[config.mk]
export PLATFORM = sky130hd
export DESIGN_NAME = wb_stage
export DESIGN_NICKNAME = d
export VERILOG_FILES = /design/src/rtl/wb_stage.sv
export SDC_FILE = /design/constraint.sdc
export NUM_CORES = 1
export LEC_CHECK = 0
export BUFFER_PORTS_ARGS = -buffer_cell sky130_fd_sc_hd__buf_4
export CAP_MARGIN = 0
export CELL_PAD_IN_SITES_DETAIL_PLACEMENT = 1
export CELL_PAD_IN_SITES_GLOBAL_PLACEMENT = 1
export CORE_ASPECT_RATIO = 1.1
export CORE_UTILIZATION = 35
export DETAILED_ROUTE_END_ITERATION = 8
export GPL_ROUTABILITY_DRIVEN = 1
export GPL_TIMING_DRIVEN = 0
export PLACE_DENSITY_LB_ADDON = 0.1
export SYNTH_ARGS = -nofsm -noshare
export SYNTH_HDL_FRONTEND = slang
export SYNTH_SLANG_ARGS = --single-unit
[constraint.sdc]
create_clock -name clk -period 1.8 [get_ports clk]
set_input_delay 0.36 -clock clk [delete_from_list [all_inputs] [get_ports clk]]
set_output_delay 0.36 -clock clk [all_outputs]
set_load 0.02 [all_outputs]
[src/rtl/wb_stage.sv]
// Write-back stage: holds one instruction from the memory stage, retires it into the
// register file with per-byte enables, and feeds forwarding, stall-detect and trace ports.
module wb_stage (
    input  logic        clk,
    input  logic        resetn,
    input  logic        ms_to_ws_valid,
    input  logic [72:0] ms_to_ws_bus,
    output logic        ws_allowin,
    output logic [40:0] ws_to_rf_bus,
    output logic        ws_write_reg,
    output logic [4:0]  ws_reg_dest,
    output logic [35:0] ws_to_ds_bus,
    output logic        debug_wb_valid,
    input  logic        debug_wb_ready,
    output logic [31:0] debug_wb_pc,
    output logic [3:0]  debug_wb_rf_wen,
    output logic [4:0]  debug_wb_rf_wnum,
    output logic [31:0] debug_wb_rf_wdata,
    output logic [31:0] retire_cnt
);

    typedef struct packed {
        logic [3:0]  reg_we;
        logic [4:0]  dest;
        logic [31:0] final_result;
        logic [31:0] pc;
    } ms_to_ws_t;

    logic        ws_valid;
    ms_to_ws_t   ms_to_ws_bus_r;
    logic [31:0] retire_cnt_q;

    logic        ws_ready_go;
    logic        retire;
    logic [3:0]  we_eff;
    logic [3:0]  rf_we;

    assign ws_ready_go = debug_wb_ready;
    assign ws_allowin  = !ws_valid || ws_ready_go;
    assign retire      = ws_valid && ws_ready_go;

    // Writes to $0 are dropped here so every consumer sees the same enables.
    assign we_eff = ms_to_ws_bus_r.reg_we & {4{ms_to_ws_bus_r.dest != 5'd0}};
    assign rf_we  = we_eff & {4{retire}};

    // NOTE: state registers use non-blocking assignments so every flop samples
    // pre-edge values; the payload register is reset too, so stale fields read 0.
    always_ff @(posedge clk or negedge resetn) begin
        if (!resetn) begin
            ws_valid       <= 1'b0;
            ms_to_ws_bus_r <= '0;
            retire_cnt_q   <= '0;
        end else begin
            if (ws_allowin) begin
                ws_valid <= ms_to_ws_valid;
            end
            if (ms_to_ws_valid && ws_allowin) begin
                ms_to_ws_bus_r <= ms_to_ws_t'(ms_to_ws_bus);
            end
            if (retire) begin
                retire_cnt_q <= retire_cnt_q + 32'd1;
            end
        end
    end

    assign ws_to_rf_bus = {rf_we, ms_to_ws_bus_r.dest, ms_to_ws_bus_r.final_result};

    assign ws_write_reg = ws_valid && (|we_eff);
    assign ws_reg_dest  = ms_to_ws_bus_r.dest;

    // Forward enables stay up for the whole stall, not just the retire cycle.
    assign ws_to_ds_bus = {ms_to_ws_bus_r.final_result, we_eff & {4{ws_valid}}};

    assign debug_wb_valid    = ws_valid;
    assign debug_wb_pc       = ms_to_ws_bus_r.pc;
    assign debug_wb_rf_wen   = we_eff;
    assign debug_wb_rf_wnum  = ms_to_ws_bus_r.dest;
    assign debug_wb_rf_wdata = ms_to_ws_bus_r.final_result;

    assign retire_cnt = retire_cnt_q;

endmodule

==> flow_summary.json <==
{
  "syn2layout_area_growth_pct": 52.99,
  "drtIter0Drc": 44,
  "rsz0062_at_grt": "yes",
  "clkTransAtPathRegs_ns": 0.07,
  "io_buffers": 266,
  "ys.warnings.count": 0,
  "vias": 4079,
  "reg2reg_slack_ns": 0.15,
  "hpwlAfterDp_mm": 11.26,
  "max_slew_margin_pct": 71.26,
  "clk_latency_ns": 0.35,
  "die_h_um": 132.1,
  "ant_nets": 0,
  "period_needed_ns": 2.209,
  "avgSynthCellArea_um2": 12.18,
  "grt_max_degree": 107,
  "m1WireLength_mm": 5.045,
  "maxSlewViolCount": 0,
  "endpoint": "ws_write_reg",
  "core_area_um2": 15050,
  "clock_skew_ns": 0.005981,
  "cts_buffer_depth": 2,
  "drc_errors": 0,
  "crit_arrival_ns": 1.85,
  "utilization_pct": 54.69,
  "cts_tree": "done",
  "dieArea_um2": 15880,
  "worst_hold_path_type": "input pin to flip-flop",
  "maxCapViolCount": 0,
  "synth_fp_nets": 520,
  "globalRouteOverflowTotal": 0,
  "worst_slew_pin_slew_ns": 0.4311,
  "wl_mm": 14.60,
  "end_kind": "output port",
  "first_global_vias": 4293,
  "layout_common_cells": "411 x buf_4, 103 x dfrtp_1, 74 x mux2_2, 19 x xnor2_1",
  "cp-startpoint": "debug_wb_rf_wnum[1]",
  "yosysSeqAreaShare_pct": 49.29,
  "htree_levels": 3,
  "r2r_end": "retire_cnt[20]",
  "ys_types": 28,
  "setup_viol": 11,
  "highest_layer": "met4",
  "cp_max_fo": 7,
  "syn_inst": 442,
  "antenna_found_initial": 0,
  "fin_crit_sh_pct": 122.7,
  "route.met3.wl_mm": 1.389,
  "num_rows": 47,
  "grt_pass1_wl_mm": 22.74,
  "drive_gt1_share_pct": 74.76,
  "worstRegToRegCells": 7,
  "antenna_cells": 0,
  "finalWorstSetupSlack_ns": -0.4091,
  "synthesis.area_um2": 5381,
  "failed_checks": "setup timing",
  "ir_worst_vdd_v": 0.0006385,
  "power_density_nw_per_um2": 1019,
  "critPathRequiredTime_ns": 1.44,
  "route.detailed.vias_per_inst": 4.353,
  "grt_usage_pct": 18.54,
  "crit_type": "flip-flop to output port",
  "ys_ff_latch": 106,
  "numCtsBuffers": 9,
  "start_util_pct": 35.75,
  "clock-sinks": 106,
  "die_w_um": 120.2,
  "cellLeakagePower_uw": 0.004269,
  "hold_viol": 0,
  "wl_met2_mm": 7.764,
  "max_freq_ghz": 0.4527,
  "dr.pass1.iters": 4,
  "wl_per_cell_um": 15.58,
  "power_uw": 8388,
  "root_buffer": "clkbuf_16",
  "gp_congestion": 0.7269,
  "r2r-start": "retire_cnt[1]",
  "final_common_cell": "buf_4",
  "ios": 267,
  "status": "finished with violations",
  "fin_nets": 814,
  "start_kind": "flip-flop"
}
-- worst min path at each step --
stage	end	startpoint	depth (start not counted)
global placement	retire_cnt[31]	retire_cnt[31]	1
floorplan	debug_wb_pc[0]	resetn	0
global route	debug_wb_valid	ms_to_ws_valid	2
CTS	debug_wb_valid	ms_to_ws_valid	2
detailed placement	retire_cnt[31]	retire_cnt[31]	1
finish	debug_wb_valid	ms_to_ws_valid	2
-- critical path, stage by stage (launching register included) --
cell and delay (ns):
dfrtp_2 0.44, nor3_4 0.19, nand2_2 0.14, and2_4 0.18, o41a_1 0.41, buf_6 0.14
-- what timing repair did --
item,CTS,global route
hold endpoints to repair,0,42
pin swaps,6,5
setup endpoints to repair,14,20
gates resized for setup,19,15
setup buffers,6,9
hold buffers,0,1
-- power by group --
group          leakage, uW  internal [uW]  switching [uW]
Clock             0.000156           1250             873
Sequential         0.00130           2690             281
Combinational      0.00282           1800            1490
Total              0.00427           5750            2640
-- registers in the layout (all words and copies together) (netlist names) --
name,flops
debug_wb_rf_wnum,5
debug_wb_valid,1
retire_cnt,32
ms_to_ws_bus_r,4
debug_wb_pc,32
debug_wb_rf_wdata,32
-- logic make-up after synthesis --
group           share of synthesized area (%)
mux                                     15.48
xor+xnor                                5.045
buf+inv                                 20.83
compound gates                         0.2092
fa+ha+maj                              0.2325
flops                                   49.29
simple gates                            8.905
-- routing by layer --
metal	up-vias	GRT usage [%]
met2	179	33.08
met3	25	6.791
met1	1970	19.40
met5	-	0
met4	0	7.888
li1	1905	-
-- cells in the mapped netlist --
library cell | instances | area, um2
nand2b_1 | 2 | 12.51
buf_4 | 143 | 1074
mux2_2 | 74 | 833.3
buf_2 | 8 | 40.04
and4_4 | 3 | 33.78
o41a_1 | 1 | 11.26
xnor2_1 | 19 | 166.4
nand2_4 | 1 | 11.26
nor4_4 | 1 | 21.27
clkbuf_1 | 1 | 3.750
and2_2 | 2 | 15.01
nor2_2 | 1 | 6.260
and4_1 | 1 | 8.760
and3_4 | 1 | 11.26
dfrtp_1 | 106 | 2653
nand2_1 | 14 | 52.55
inv_1 | 1 | 3.750
ha_1 | 1 | 12.51
nand4_1 | 4 | 25.02
and3_1 | 13 | 81.33
nand4_4 | 2 | 42.54
nor3_1 | 1 | 5.000
nand3_1 | 11 | 55.05
nand2_2 | 2 | 12.51
nor2_1 | 11 | 41.29
and2_1 | 5 | 31.28
xor2_1 | 12 | 105.1
nor4_2 | 1 | 12.51
-- final cells by class --
| cell class | instances | area [um2] |
|---|---|---|
| Buffer | 152 | 1121 |
| Clock buffer | 11 | 242.7 |
| Clock inverter | 5 | 77.57 |
| Fill cell | 1653 | 6822 |
| Inverter | 1 | 3.754 |
| Multi-Input combinational cell | 183 | 1690 |
| Sequential cell | 106 | 2656 |
| Tap cell | 196 | 245.2 |
| Timing Repair Buffer | 283 | 2196 |
-- stage by stage --
stage               TNS, ns  setup WS [ns]  cells  hold slack, ns  instance area (um2)
floorplan                 0       0.003373    442         0.06441                 5386
global placement    -0.1562        -0.1562    904          0.4629                 7629
detailed placement  -0.1928        -0.1870    904          0.4624                 7629
CTS                  -1.538        -0.3702    926          0.2077                 8063
global route         -2.967        -0.4747    937          0.2097                 8233
finish               -2.208        -0.4091    937          0.2220                 8233
Power figures use the tool's default switching activity.
